### src/rtl/uc_pkg.sv
// Shared definitions for the uc_multicycle control unit.
// Contents:
//   state_e    - FSM states. The numeric codes are visible on the debug port.
//   op_class_e - instruction classes that the opcode decoder produces.
//   OP_*       - RV64 major opcodes (instr[6:0]) that this unit accepts.
//   ALU_*      - alu_cmd encodings that the datapath ALU understands.
//   classify   - maps an opcode to its class. Unknown opcodes map to CLS_ILLEGAL.
package uc_pkg;

  typedef enum logic [2:0] {
    FETCH   = 3'd0,
    DECODE  = 3'd1,
    EXECUTE = 3'd2,
    MEM     = 3'd3,
    WB      = 3'd4,
    HALT    = 3'd5
  } state_e;

  typedef enum logic [2:0] {
    CLS_NONE    = 3'd0,
    CLS_R       = 3'd1,
    CLS_I       = 3'd2,
    CLS_LOAD    = 3'd3,
    CLS_STORE   = 3'd4,
    CLS_BRANCH  = 3'd5,
    CLS_ILLEGAL = 3'd6
  } op_class_e;

  localparam logic [6:0] OP_R      = 7'b0110011;
  localparam logic [6:0] OP_I      = 7'b0010011;
  localparam logic [6:0] OP_LOAD   = 7'b0000011;
  localparam logic [6:0] OP_STORE  = 7'b0100011;
  localparam logic [6:0] OP_BRANCH = 7'b1100011;

  localparam logic [3:0] ALU_ADD   = 4'd0;
  localparam logic [3:0] ALU_SUB   = 4'd1;
  localparam logic [3:0] ALU_FUNCT = 4'd2;

  function automatic op_class_e classify(input logic [6:0] op);
    op_class_e c;
    case (op)
      OP_R:      c = CLS_R;
      OP_I:      c = CLS_I;
      OP_LOAD:   c = CLS_LOAD;
      OP_STORE:  c = CLS_STORE;
      OP_BRANCH: c = CLS_BRANCH;
      default:   c = CLS_ILLEGAL;
    endcase
    return c;
  endfunction

endpackage

### src/rtl/opcode_decoder.sv
// Combinational opcode-to-class decoder.
// Ports:
//   opcode_i   [6:0] - instr[6:0] from the datapath
//   op_class_o       - decoded instruction class (CLS_ILLEGAL for unknown opcodes)
module opcode_decoder
  import uc_pkg::*;
(
  input  logic [6:0] opcode_i,
  output op_class_e  op_class_o
);

  assign op_class_o = classify(opcode_i);

endmodule

### src/rtl/uc_multicycle.sv
// Multi-cycle control unit for the RV64 datapath.
// Each instruction steps through FETCH/DECODE/EXECUTE/MEM/WB. The number of
// cycles an instruction takes depends on its opcode class.
// Ports:
//   clk, rst_n     - clock (rising edge) and asynchronous active-low reset
//   run            - level qualifier, sampled only in FETCH. While it is low
//                    no new instruction starts. An instruction that has
//                    already started always runs to completion.
//   opcode         - instr[6:0]. It is sampled only in DECODE.
//   alu_flags      - datapath ALU flags. Bit 0 (equal) selects the branch target.
//   d_mem_we, rf_we, alu_cmd, alu_src, pc_src, rf_src - datapath controls
//   pc_we          - one-cycle PC update strobe, raised in the last cycle
//                    of every legal instruction
//   illegal        - high while the unit is parked in HALT
//   retired        - count of completed instructions. It wraps silently.
//   state_o        - current FSM state, for debug
module uc_multicycle
  import uc_pkg::*;
#(
  parameter int CNT_WIDTH = 32
) (
  input  logic                 clk,
  input  logic                 rst_n,
  input  logic                 run,
  input  logic [6:0]           opcode,
  input  logic [3:0]           alu_flags,
  output logic                 d_mem_we,
  output logic                 rf_we,
  output logic [3:0]           alu_cmd,
  output logic                 alu_src,
  output logic                 pc_src,
  output logic                 rf_src,
  output logic                 pc_we,
  output logic                 illegal,
  output logic [CNT_WIDTH-1:0] retired,
  output logic [2:0]           state_o
);

  state_e               state_q, state_d;
  op_class_e            cls_q, cls_d;
  op_class_e            dec_cls;
  logic [CNT_WIDTH-1:0] retired_q, retired_d;

  // Only the equal flag affects control. The other flags are deliberately ignored.
  logic unused_flags;
  assign unused_flags = ^alu_flags[3:1];

  opcode_decoder u_opcode_decoder (
    .opcode_i   (opcode),
    .op_class_o (dec_cls)
  );

  // State, latched class and retired counter.
  always_ff @(posedge clk or negedge rst_n) begin
    if (!rst_n) begin
      state_q   <= FETCH;
      cls_q     <= CLS_NONE;
      retired_q <= '0;
    end else begin
      state_q   <= state_d;
      cls_q     <= cls_d;
      retired_q <= retired_d;
    end
  end

  // Next-state logic.
  always_comb begin
    state_d = state_q;
    cls_d   = cls_q;
    case (state_q)
      FETCH: begin
        if (run) state_d = DECODE;
      end
      DECODE: begin
        cls_d   = dec_cls;
        state_d = (dec_cls == CLS_ILLEGAL) ? HALT : EXECUTE;
      end
      EXECUTE: begin
        case (cls_q)
          CLS_BRANCH:          state_d = FETCH;
          CLS_LOAD, CLS_STORE: state_d = MEM;
          CLS_R, CLS_I:        state_d = WB;
          // A class that cannot legally reach EXECUTE parks the unit.
          default:             state_d = HALT;
        endcase
      end
      MEM: begin
        state_d = (cls_q == CLS_LOAD) ? WB : FETCH;
      end
      WB: begin
        state_d = FETCH;
      end
      HALT: begin
        state_d = HALT;
      end
      default: begin
        state_d = FETCH;
      end
    endcase
  end

  // The outputs are a Moore function of (state, latched class). The one
  // exception is pc_src, which follows the live equal flag while a branch
  // executes.
  always_comb begin
    d_mem_we  = 1'b0;
    rf_we     = 1'b0;
    alu_cmd   = ALU_ADD;
    alu_src   = 1'b0;
    pc_src    = 1'b0;
    rf_src    = 1'b0;
    pc_we     = 1'b0;
    retired_d = retired_q;

    // EXECUTE, MEM and WB all drive the same ALU operands and command, so
    // the address or result stays stable while it is consumed.
    if (state_q == EXECUTE || state_q == MEM || state_q == WB) begin
      alu_src = (cls_q == CLS_I) || (cls_q == CLS_LOAD) || (cls_q == CLS_STORE);
      case (cls_q)
        CLS_BRANCH:          alu_cmd = ALU_SUB;
        CLS_LOAD, CLS_STORE: alu_cmd = ALU_ADD;
        CLS_R, CLS_I:        alu_cmd = ALU_FUNCT;
        default:             alu_cmd = ALU_ADD;
      endcase
    end

    case (state_q)
      EXECUTE: begin
        if (cls_q == CLS_BRANCH) begin
          pc_we  = 1'b1;
          pc_src = alu_flags[0];
        end
      end
      MEM: begin
        if (cls_q == CLS_STORE) begin
          d_mem_we = 1'b1;
          pc_we    = 1'b1;
        end
      end
      WB: begin
        rf_we  = 1'b1;
        rf_src = (cls_q == CLS_LOAD);
        pc_we  = 1'b1;
      end
      default: ;
    endcase

    if (pc_we) retired_d = retired_q + CNT_WIDTH'(1);
  end

  // HALT can only be left through reset, so decoding it directly gives a sticky flag.
  assign illegal = (state_q == HALT);
  assign retired = retired_q;
  assign state_o = state_q;

endmodule

### config.mk
export PLATFORM = sky130hd
export DESIGN_NAME = uc_multicycle
export DESIGN_NICKNAME = d
export VERILOG_FILES = /design/src/rtl/uc_pkg.sv /design/src/rtl/opcode_decoder.sv /design/src/rtl/uc_multicycle.sv
export SDC_FILE = /design/constraint.sdc
export NUM_CORES = 1
export LEC_CHECK = 0
export CAP_MARGIN = 25
export CORE_MARGIN = 2
export CORE_UTILIZATION = 25
export DETAILED_ROUTE_END_ITERATION = 10
export PLACE_DENSITY = 0.56
export SYNTH_ARGS = -nofsm -noshare
export SYNTH_HDL_FRONTEND = slang
export SYNTH_HIERARCHICAL = 1
export SYNTH_SLANG_ARGS = --single-unit
export TNS_END_PERCENT = 20
### constraint.sdc
create_clock -name clk -period 2 [get_ports clk]
set_input_delay 0.6 -clock clk [delete_from_list [all_inputs] [get_ports clk]]
set_output_delay 0.6 -clock clk [all_outputs]
set_load 0.1 [all_outputs]
==> results.toml <==
[sta]
fin_crit_sh = 1.097
max-slew-margin-rel = 0.5834
hold_viol = 0
setup_ws_ps = -194.2
setup_tns_ps = -1177
worst_slew_pin_slew_ps = 625.0
final-setup-viol-count = 9
drv_slew = 0
fin_worst_skew_ps = 5.183
timing.fmax_mhz = 455.8
rsz0062_at_grt = "true"
min_period_ps = 2194

[critical_path]
arrival_ps = 1590
reg2reg_to = "retired[23]$_DFFE_PN0P_"
path_max_fanout = 4
r2r-start = "state_o[0]$_DFFE_PN0P_"
r2r_cells = 7
cp.required_ps = 1400
crit_path_end_kind = "primary output"
startpoint_type = "flop"
critPathKind = "flop to primary output"
rrSetupSlack_ps = 80

[global_routing]
grt_pass1_vias = 1861
grt.total_usage = 0.1159
gr-total-overflow = 0
grt_pass1_wl_um = 9032
grt_max_degree = 28
antenna_found_initial = 0

[layout]
n_fill_cell = 771
final_layout_size_suffix_gt1_frac = 0.4306
regArea_um2 = 960.9
area_growth_pct = 70.22
final_cell_mix = "buf_12 (44), dfrtp_1 (34), buf_4 (26), xor2_1 (24), nand2_1 (19)"
diodes = 0
nNetsFinal = 302
layout_commonest_cell = "buf_12"
multi_input_area_mm2 = 0.001261

[yosys]
ys_ff_latch = 38
async_flop_share = 1.000
synth_edf_count = 0
synthTopCellsByArea = "dfrtp_1 (44%), xor2_1 (9.7%), nor4_2 (5.2%)"
syn_inst = 210
syn_avg_cell_area_um2 = 10.28
synth_top_area_frac = 0.4403
synthFlopType = "dfrtp_1"
synth_seq_area_share = 0.4403
syn_area_mm2 = 0.002160
yosysTopAreaCell = "dfrtp_1"
ys_warn_count = 6
ys_types = 45

[floorplanning]
rows = 33
die_h_um = 96.94
die_width_um = 96.94
initial_core_util = 0.2602
die_area_mm2 = 0.009397
io_pins = 60
core_mm2 = 0.008299

[clocking]
clockBufferDepth = 2
worstSkewPairLatency_ps = 290
clkTransAtPathRegs_ps = 70
htree_levels = 2
hold_buffers = 0
numCtsBuffers = 5
tritoncts = "yes"
cts-root-buf = "clkbuf_8"
cts_sinks = 38

[drt]
drcViolationCount = 0
routedWlPerCell_um = 13.48
via_count = 1799
ant_nets = 0
vias_per_cell = 4.578
dr.pass1.iters = 4
first_iter_violations = 51
routed_wl_um = 5297

[power_and_ir_drop]
power.net_switching_w = 0.001860
p_clk_frac = 0.160
power.share.sequential = 0.249
power.density_mw_per_mm2 = 1082
combPwrFrac = 0.592
vdd_drop_max_mv = 1.277
p_int_w = 0.002118
switching_share = 0.4677
p_leak_nw = 1.674

[place]
portBuffers = 54
place_hpwl_um = 3955
dpl_worst_slack_ps = -345.4
place.gp.congestion = 0.8048

[outcome]
failed_checks = "setup timing"
status = "finished, violations left"

[run]
drv_cap = 0

[hold_path]
hp-class = "input port to async pin"
==> power groups by stage <==
stage / sequential [W] / combinational, W / clock (W)
global placement: 0.00100 / 0.00222 / 0
CTS: 0.000988 / 0.00234 / 0.000652
detailed placement: 0.00101 / 0.00223 / 0
floorplan: 0.00151 / 0.000961 / 0
global route: 0.00101 / 0.00246 / 0.000682
finish: 0.000989 / 0.00235 / 0.000635
==> cell type report <==
cell class,instances,share of cell area
inverters,5,0.007148
well taps,105,0.03574
flip-flops and latches,38,0.2614
clock inverters,3,0.01089
repair buffers,81,0.3230
multi-input cells,156,0.3431
clock buffers,5,0.01872
==> worst max path at each step <==
| stage | end | startpoint | cells after the start |
|---|---|---|---|
| 6_report | rf_src | state_o[0]$_DFFE_PN0P_ | 4 |
| 2_1_floorplan | rf_src | state_o[0]$_DFFE_PN0P_ | 3 |
| 3_5_place_dp | state_o[0]$_DFFE_PN0P_ | opcode[0] | 8 |
| 5_1_grt | alu_cmd[1] | state_o[0]$_DFFE_PN0P_ | 5 |
| 3_3_place_gp | state_o[0]$_DFFE_PN0P_ | opcode[1] | 8 |
| 4_1_cts | rf_src | state_o[0]$_DFFE_PN0P_ | 4 |
==> cells by family after synthesis <==
group,Yosys count,synth area share
and+or+nand+nor,102,0.3030
xor gates and xnor gates,34,0.1414
adders and majority gates,1,0.005793
AOI/OAI and AO/OA,14,0.04693
buffers and inverters,17,0.04518
DFF,38,0.4403
muxes,3,0.01564
other,1,0.001736
==> metal layers <==
layer / part of all wire / track usage / vias up
met5: 0 / 0 / -
li1: - / - / 883
met2: 0.50 / 0.1939 / 47
met3: 0.042 / 0.02962 / 8
met4: 0.014 / 0.03359 / 0
met1: 0.44 / 0.1477 / 861
==> cell usage after synthesis, drive strengths merged, types with 2 or more instances <==
| cell type | instances |
|---|---|
| buf | 8 |
| nor3 | 10 |
| inv | 5 |
| nand2b | 4 |
| and2 | 3 |
| clkbuf | 4 |
| nor2b | 2 |
| and4 | 5 |
| o22ai | 2 |
| nand2 | 21 |
| nor2 | 11 |
| o21ai | 4 |
| nand4 | 6 |
| xor2 | 25 |
| nand3 | 13 |
| mux2 | 3 |
| nor3b | 3 |
| dfrtp | 38 |
| nor4 | 12 |
| a21oi | 4 |
| nor4b | 2 |
| and3 | 6 |
| xnor2 | 9 |
==> worst max-delay path: stages (launching register included) <==
cell,delay (ps)
dfrtp_4,520
nor3b_4,220
buf_6,150
nor3b_4,210
buf_12,200
==> stage by stage <==
step	instances	hold slack, ps	cell area [µm²]	power, W	utilization
floorplan	211	304.4	2275	0.002470	-
global placement	379	505.2	3443	0.003222	0.4149
detailed placement	379	507.8	3443	0.003232	0.4149
CTS	392	341.6	3612	0.003976	0.4352
global route	393	362.7	3676	0.004147	0.4429
finish	393	322.6	3676	0.003978	0.4429
==> sequential cells by signal (all words and copies together) (netlist names) <==
register	cells
cls_q	3
retired	32
state_o	3
==> timing repair <==
action                                  4_1_cts  5_1_grt
gates resized for setup                       8       10
pin swaps                                     2        2
setup buffers                                 5        1
endpoints found under the setup margin       10       16
(Power assumes the default switching activity.)
